[config.mk]
export PLATFORM = sky130hd
export DESIGN_NAME = cordic_vec
export DESIGN_NICKNAME = d
export VERILOG_FILES = /design/src/rtl/cordic_vec.sv
export SDC_FILE = /design/constraint.sdc
export NUM_CORES = 2
export LEC_CHECK = 0
export ABC_AREA = 1
export ABC_CLOCK_PERIOD_IN_PS = 4650
export CAP_MARGIN = 10
export CORE_MARGIN = 4
export CORE_UTILIZATION = 60
export CTS_BUF_LIST = sky130_fd_sc_hd__clkbuf_8
export DETAILED_ROUTE_END_ITERATION = 10
export PLACE_DENSITY = 0.85
export SLEW_MARGIN = 20
export SYNTH_ARGS = -nofsm -noshare
export SYNTH_HDL_FRONTEND = slang
export SYNTH_SLANG_ARGS = --single-unit
[constraint.sdc]
create_clock -name clk_i -period 4.65 [get_ports clk_i]
set_input_delay 0.6975 -clock clk_i [delete_from_list [all_inputs] [get_ports clk_i]]
set_output_delay 0.6975 -clock clk_i [all_outputs]
set_load 0.03 [all_outputs]
[src/rtl/cordic_vec.sv]
// Pipelined CORDIC vectoring unit: (sin, cos) -> phase (turns * 2^32) and magnitude.
// One pre-rotation stage, ITER micro-rotation stages and one output stage.
module cordic_vec #(
  parameter int unsigned ITER = 16
) (
  input  logic        clk_i,
  input  logic        rst_i,
  input  logic        valid_i,
  input  logic [15:0] sin_i,
  input  logic [15:0] cos_i,
  output logic [31:0] phase_o,
  output logic [15:0] mag_o,
  output logic        valid_o
);

  localparam int N = int'(ITER);
  localparam logic [15:0] INV_GAIN = 16'd19898;

  function automatic logic [31:0] atan_lut(input int i);
    case (i)
      0:       atan_lut = 32'h2000_0000;
      1:       atan_lut = 32'h12E4_051E;
      2:       atan_lut = 32'h09FB_385B;
      3:       atan_lut = 32'h0511_11D4;
      4:       atan_lut = 32'h028B_0D43;
      5:       atan_lut = 32'h0145_D7E1;
      6:       atan_lut = 32'h00A2_F61E;
      7:       atan_lut = 32'h0051_7C55;
      8:       atan_lut = 32'h0028_BE53;
      9:       atan_lut = 32'h0014_5F2F;
      10:      atan_lut = 32'h000A_2F98;
      11:      atan_lut = 32'h0005_17CC;
      12:      atan_lut = 32'h0002_8BE6;
      13:      atan_lut = 32'h0001_45F3;
      14:      atan_lut = 32'h0000_A2FA;
      15:      atan_lut = 32'h0000_517D;
      default: atan_lut = 32'h0000_0000;
    endcase
  endfunction

  // Index 0 holds the pre-rotated sample, index i+1 the result of micro-rotation i.
  logic signed [17:0] x_q [N+1];
  logic signed [17:0] y_q [N+1];
  logic [31:0]        z_q [N+1];
  logic [N:0]         zero_q;
  logic [N:0]         vld_q;

  logic signed [17:0] sin_x, cos_x, x_p, y_p;
  logic [31:0]        z_p;
  logic               zero_p;
  logic [31:0]        mag_prod;

  always_comb begin
    sin_x  = {{2{sin_i[15]}}, sin_i};
    cos_x  = {{2{cos_i[15]}}, cos_i};
    zero_p = (sin_i == 16'd0) && (cos_i == 16'd0);
    // Fold the left half-plane onto the right so the residual angle is within +/-90 degrees.
    if (cos_i[15]) begin
      x_p = -cos_x;
      y_p = -sin_x;
      z_p = 32'h8000_0000;
    end else begin
      x_p = cos_x;
      y_p = sin_x;
      z_p = 32'h0000_0000;
    end
  end

  // X is non-negative after pre-rotation and only grows, so 17 bits carry its magnitude.
  assign mag_prod = {15'd0, x_q[N][16:0]} * {16'd0, INV_GAIN};

  always_ff @(posedge clk_i or negedge rst_i) begin
    if (!rst_i) begin
      for (int i = 0; i <= N; i++) begin
        x_q[i] <= '0;
        y_q[i] <= '0;
        z_q[i] <= '0;
      end
      zero_q  <= '0;
      vld_q   <= '0;
      phase_o <= '0;
      mag_o   <= '0;
      valid_o <= 1'b0;
    end else begin
      x_q[0]    <= x_p;
      y_q[0]    <= y_p;
      z_q[0]    <= z_p;
      zero_q[0] <= zero_p;
      vld_q[0]  <= valid_i;
      for (int i = 0; i < N; i++) begin
        if (!y_q[i][17]) begin
          x_q[i+1] <= x_q[i] + (y_q[i] >>> i);
          y_q[i+1] <= y_q[i] - (x_q[i] >>> i);
          z_q[i+1] <= z_q[i] + atan_lut(i);
        end else begin
          x_q[i+1] <= x_q[i] - (y_q[i] >>> i);
          y_q[i+1] <= y_q[i] + (x_q[i] >>> i);
          z_q[i+1] <= z_q[i] - atan_lut(i);
        end
        zero_q[i+1] <= zero_q[i];
        vld_q[i+1]  <= vld_q[i];
      end
      valid_o <= vld_q[N];
      // Outputs only move for valid samples so they hold across gaps.
      if (vld_q[N]) begin
        phase_o <= zero_q[N] ? 32'd0 : z_q[N];
        mag_o   <= zero_q[N] ? 16'd0 : 16'(mag_prod >> 15);
      end
    end
  end

endmodule

-- After elaboration in Yosys (flattened, before gate mapping)
Cells that the tools add are included.
- multipliers: 1
- add/subtract/negate cells: 95
- reductions and logical operators: 3
- multiplexer cells: 84
- operators by type and width (kind ; number):
    two-way mux 32 bit ; 50
    two-way mux 18 bit ; 31
    adder 32 bit ; 16
    subtractor 32 bit ; 16
    adder 18 x 10 -> 18 bit ; 2
    adder 18 x 11 -> 18 bit ; 2
    adder 18 x 12 -> 18 bit ; 2
    adder 18 x 13 -> 18 bit ; 2
    adder 18 x 14 -> 18 bit ; 2
    adder 18 x 15 -> 18 bit ; 2
    adder 18 x 16 -> 18 bit ; 2
    adder 18 x 17 -> 18 bit ; 2
    adder 18 x 5 -> 18 bit ; 2
    adder 18 x 6 -> 18 bit ; 2
    adder 18 x 7 -> 18 bit ; 2
    adder 18 x 8 -> 18 bit ; 2
    adder 18 x 9 -> 18 bit ; 2
    negator 16 -> 18 bit ; 2
    subtractor 18 x 10 -> 18 bit ; 2
    subtractor 18 x 11 -> 18 bit ; 2
    subtractor 18 x 12 -> 18 bit ; 2
    subtractor 18 x 13 -> 18 bit ; 2
    subtractor 18 x 14 -> 18 bit ; 2
    subtractor 18 x 15 -> 18 bit ; 2
    20 further kinds ; 30
- word-level logic and storage cells: 238
- register bits after elaboration: 1219
- bits of input ports: 35

-- Depth between registers and ports, before layout
- depth in word-level cells: 3
- gate-level depth with buffers: 24
- depth with buffers taken out: 24

-- Worst setup path after synthesis
No wires, ideal clock.
- kind: reg2reg
- start: reg x_q[7] (netlist name)
- end: reg mag_o[15]
- arrival: 4641 ps
- stages on the path, launching flop included: 25
- path slack: -109 ps
- required time: 4532 ps
- buffers on the path: 0
- cells stage by stage: dfrtp_1 > inv_1 > fa_1 > inv_1 > ha_1 > inv_1 > fa_1 > inv_1 > fa_1 > fa_1 > inv_1 > fa_1 > inv_1 > ha_1 > nand2_1 > nor2_1 > inv_1 > nor3_1 > nand2_1 > nand2_1 > nand2_1 > nand2_1 > nand2_1 > nand3_1 > nand2_1
- word-level cells in the longest chain between the ends: 2
- ends and longest elaborated chain (element ; RTL line ; RTL):
    from (decl) ; 42 ; logic signed [17:0] x_q [N+1];
    from (signal, indexed assignment) ; 92 ; x_q[i+1] <= x_q[i] + (y_q[i] >>> i);
    from (signal, indexed assignment) ; 96 ; x_q[i+1] <= x_q[i] - (y_q[i] >>> i);
    multiplier 17 x 14 -> 30 bit ; 70 ; assign mag_prod = {15'd0, x_q[N][16:0]} * {16'd0, INV_GAIN};
    two-way mux 16 bit ; 107 ; mag_o <= zero_q[N] ? 16'd0 : 16'(mag_prod >> 15);
    to (signal assigned) ; 107 ;
    to (decl) ; 12 ; output logic [15:0] mag_o,
No other way between the ends.
A chain may end at the register's enable or synchronous reset.

-- Worst setup path after layout
- start: reg x_q[9] (netlist name)
- end: reg mag_o[13]
Same word-level chain as after synthesis.

==> run summary <==
Yosys top cell area share -> 30.18%
DR iter-0 viols -> 6,318
WL/cell -> 16.81 um
Achievable Freq -> 206.7 MHz
Reg2reg path depth -> 21
Vias per inst -> 5.641
Most common cell in the synthesized netlist -> nand2_1
Asr flop ratio synth -> 100.0%
Reg2reg start -> x_q[9]$_DFF_PN0_
Detailed-route wire length -> 249,800 um
Synthesized flop and latch total -> 1,114
DIE HEIGHT -> 400.4 um
Seq/Total Area, Yosys -> 30.18%
Synthesized area -> 92,360 um^2
Starting Density -> 60.59%
CTS H-tree lvls -> 4
WS Path Type -> register to register
Final count of hold timing violations -> 0
Hold WC Path Type -> input pin to register
Worst skew pair latency -> 940 ps
Minimum period implied by the final worst setup slack -> 4839 ps
Worst R2R Setup Slack -> -190 ps
Worst path depth -> 21
CP max stage delay -> 560 ps
Core footprint -> 152,400 um^2
Top_reg_cell synth -> dfrtp_1
Crit. End Element -> register
Commonest cells post-synth -> 2,865 x nand2_1, 1,640 x inv_1, 1,114 x dfrtp_1
Crit path DAT -> 5660 ps
CTS max path bufs -> 3
Pre-antenna DRT Iters -> 11
Mapped Cells -> 12,320
Max-cap viol count -> 0
# setup viols final -> 15
Failing checks -> design-rule violations, negative setup slack
Worst slew margin -> 29.99%
TritonCTS clock tree -> built
WP buf/inv -> 5
Clock transition at path regs -> 60 ps
Avg Cell Area, Syn -> 7.498 um^2
Clock Sinks -> 1,114
Distinct cells, synth -> 50
Net count, final -> 13,950
GRT overflow -> 0
Max Slew Vio Count -> 0
Routability Congestion -> 0.9962
I/O pin total -> 84
Global-route total usage across every layer -> 30.45%
CP startpoint -> x_q[9]$_DFF_PN0_
Area grow syn2layout -> 10.29%
CP Capture Point -> mag_o[13]$_DFFE_PN0P_
Total number of vias -> 83,800
Worst-margin pin slew -> 1044 ps
Final Core Density -> 66.82%
Final Cycle Share -> 104.1%
Cell taking the most area after synthesis -> dfrtp_1
CTS buffer count -> 193
Detail Placement HPWL -> 203,400 um
Row Count -> 143
Initial antenna violation count -> 2
Slowest cell on crit path -> fa_1
EDFF count, synth -> 0
Main area contributors after synthesis -> dfrtp_1 30%, ha_1 15%, nand2_1 12%
WP data required -> 5470 ps
DRC Markers -> 1
Status -> finished, violations left
Crit Path Max Fanout -> 4
DIE AREA -> 160,300 um^2
CP cell instances -> buf_6 > ha_4 > inv_2 > fa_2 > inv_2 > fa_1 > fa_1 > fa_1 > inv_1 > fa_1 > inv_2 > ha_4 > nand2_4 > nor2_4 > nand2_2 > nor4_2 > nand2_1 > nand2_1 > nand2_1 > nand3_1 > nand2_1
Number of global-route vias before repair -> 82,800
Antenna viol nets, final -> 0
Horiz. Die Dim -> 400.4 um
First-pass GRT wire length -> 408,400 um
Root Driver -> clkbuf_8
Largest net degree at the start of global routing -> 97
Ys Warns -> 0
Crit-path leading delay family -> adder cells
Share of cells above drive strength 1 -> 5.185%
Startpoint types -> register
Final WS setup -> -188.5 ps
RSZ-0062 raised after global routing -> yes
Skew final -> 37.89 ps
Worst R2R End -> mag_o[13]$_DFFE_PN0P_
Port buffer count -> 83
[kinds of logic (layout without fill, tap and decap cells)]
family / after synthesis / in the layout / share of synthesized area, %
AO/OA/AOI/OAI: 2027 / 2027 / 12.18
multiplexers: 2 / 2 / 0.02168
flip-flops: 1114 / 1114 / 30.18
AND/OR/NAND/NOR: 5254 / 5254 / 23.54
other: 2 / 4 / 0.008131
adder cells (fa/ha/maj): 1243 / 1243 / 18.01
buffers and inverters: 1730 / 2236 / 7.092
XOR/XNOR: 946 / 946 / 8.970
[cells in the final DEF (no fill, tap or decap), types with 32 or more instances in the layout]
| cell | n |
|---|---|
| nand2_1 | 2823 |
| inv_1 | 1646 |
| dfrtp_1 | 1110 |
| nor2_1 | 1081 |
| ha_1 | 1075 |
| a21oi_1 | 1026 |
| nand3_1 | 797 |
| xor2_1 | 737 |
| o21ai_0 | 536 |
| clkbuf_8 | 235 |
| nor3_1 | 227 |
| xnor2_1 | 209 |
| fa_1 | 141 |
| buf_4 | 134 |
| nand4_1 | 132 |
| a21o_1 | 117 |
| o21bai_1 | 102 |
| clkdlybuf4s50_1 | 82 |
| a21boi_0 | 52 |
| o31ai_1 | 43 |
| inv_2 | 38 |
| nand2_2 | 36 |
| nand3b_1 | 34 |
| nor4_1 | 33 |
| a31oi_1 | 32 |
| o21a_1 | 32 |
| a22o_1 | 32 |
[worst reg2reg max path, cell delays in order, from the launching register on]
cell and delay [ps]:
dfrtp_2 450, buf_6 130, ha_4 260, inv_2 40, fa_2 520, inv_2 40, fa_1 560, fa_1 440
fa_1 490, inv_1 50, fa_1 490, inv_2 50, ha_4 320, nand2_4 90, nor2_4 120, nand2_2 90
nor4_2 240, nand2_1 100, nand2_1 60, nand2_1 50, nand3_1 70, nand2_1 50
[layer usage]
layer | up-vias | wire, um | global-route usage, % | share of wire, %
met5 | - | 13 | 0 | 0.0052
met4 | 2 | 10480 | 12.63 | 4.2
met3 | 701 | 13590 | 4.029 | 5.4
met2 | 2783 | 120700 | 52.51 | 48
met1 | 39160 | 105000 | 38.59 | 42
li1 | 41150 | - | - | -
[registers in the layout, summed over array words and instances, names as in the netlist]
signal   cells
mag_o       16
y_q        273
z_q        455
valid_o      1
zero_q      17
phase_o     32
x_q        303
vld_q       17
[repair_timing]
action                                  4_1_cts  5_1_grt
pin swaps                                    65       55
buffers inserted                             14        4
gates resized for setup                      88       97
hold buffers                                  1        0
endpoints found under the setup margin       16       16
hold endpoints to repair                     58        0
[cell type report]
class                           instances  area [um^2]
Sequential cell                      1114        27880
Tap cell                             2030         2540
Clock buffer                          235         3234
Inverter                             1648         6191
Timing Repair Buffer                  242         2222
Clock inverter                        111         1101
Antenna cell                            1        2.502
Fill cell                           12920        50570
Multi-Input combinational cell       9475        58690
[per-stage QoR]
stage / TNS, ps / hold slack, ps / cell area (um^2) / worst slack, ps / instances
finish: -1452 / 236.5 / 101900 / -188.5 / 14860
floorplan: -3.439 / 331.2 / 92460 / -3.439 / 12320
global route: -4449 / 188.9 / 101900 / -379.1 / 14860
detailed placement: -3952 / 334.7 / 96650 / -332.6 / 14490
CTS: -1050 / 156.4 / 101400 / -121.0 / 14850
global placement: -3772 / 333.3 / 96650 / -312.7 / 14490
[worst min-delay path by stage]
stage / from / end / cells after the start
final: valid_i / vld_q[0]$_DFF_PN0_ / 1
after global routing: valid_i / vld_q[0]$_DFF_PN0_ / 1
after CTS: valid_i / vld_q[0]$_DFF_PN0_ / 1
after detailed placement: zero_q[15]$_DFF_PN0_ / zero_q[16]$_DFF_PN0_ / 0
after global placement: z_q[161]$_DFF_PN0_ / z_q[129]$_DFF_PN0_ / 0
after floorplan: vld_q[9]$_DFF_PN0_ / vld_q[10]$_DFF_PN0_ / 0
Power is not shown: default switching activity piles up to over one toggle a cycle in this logic, so the estimate is an artifact.
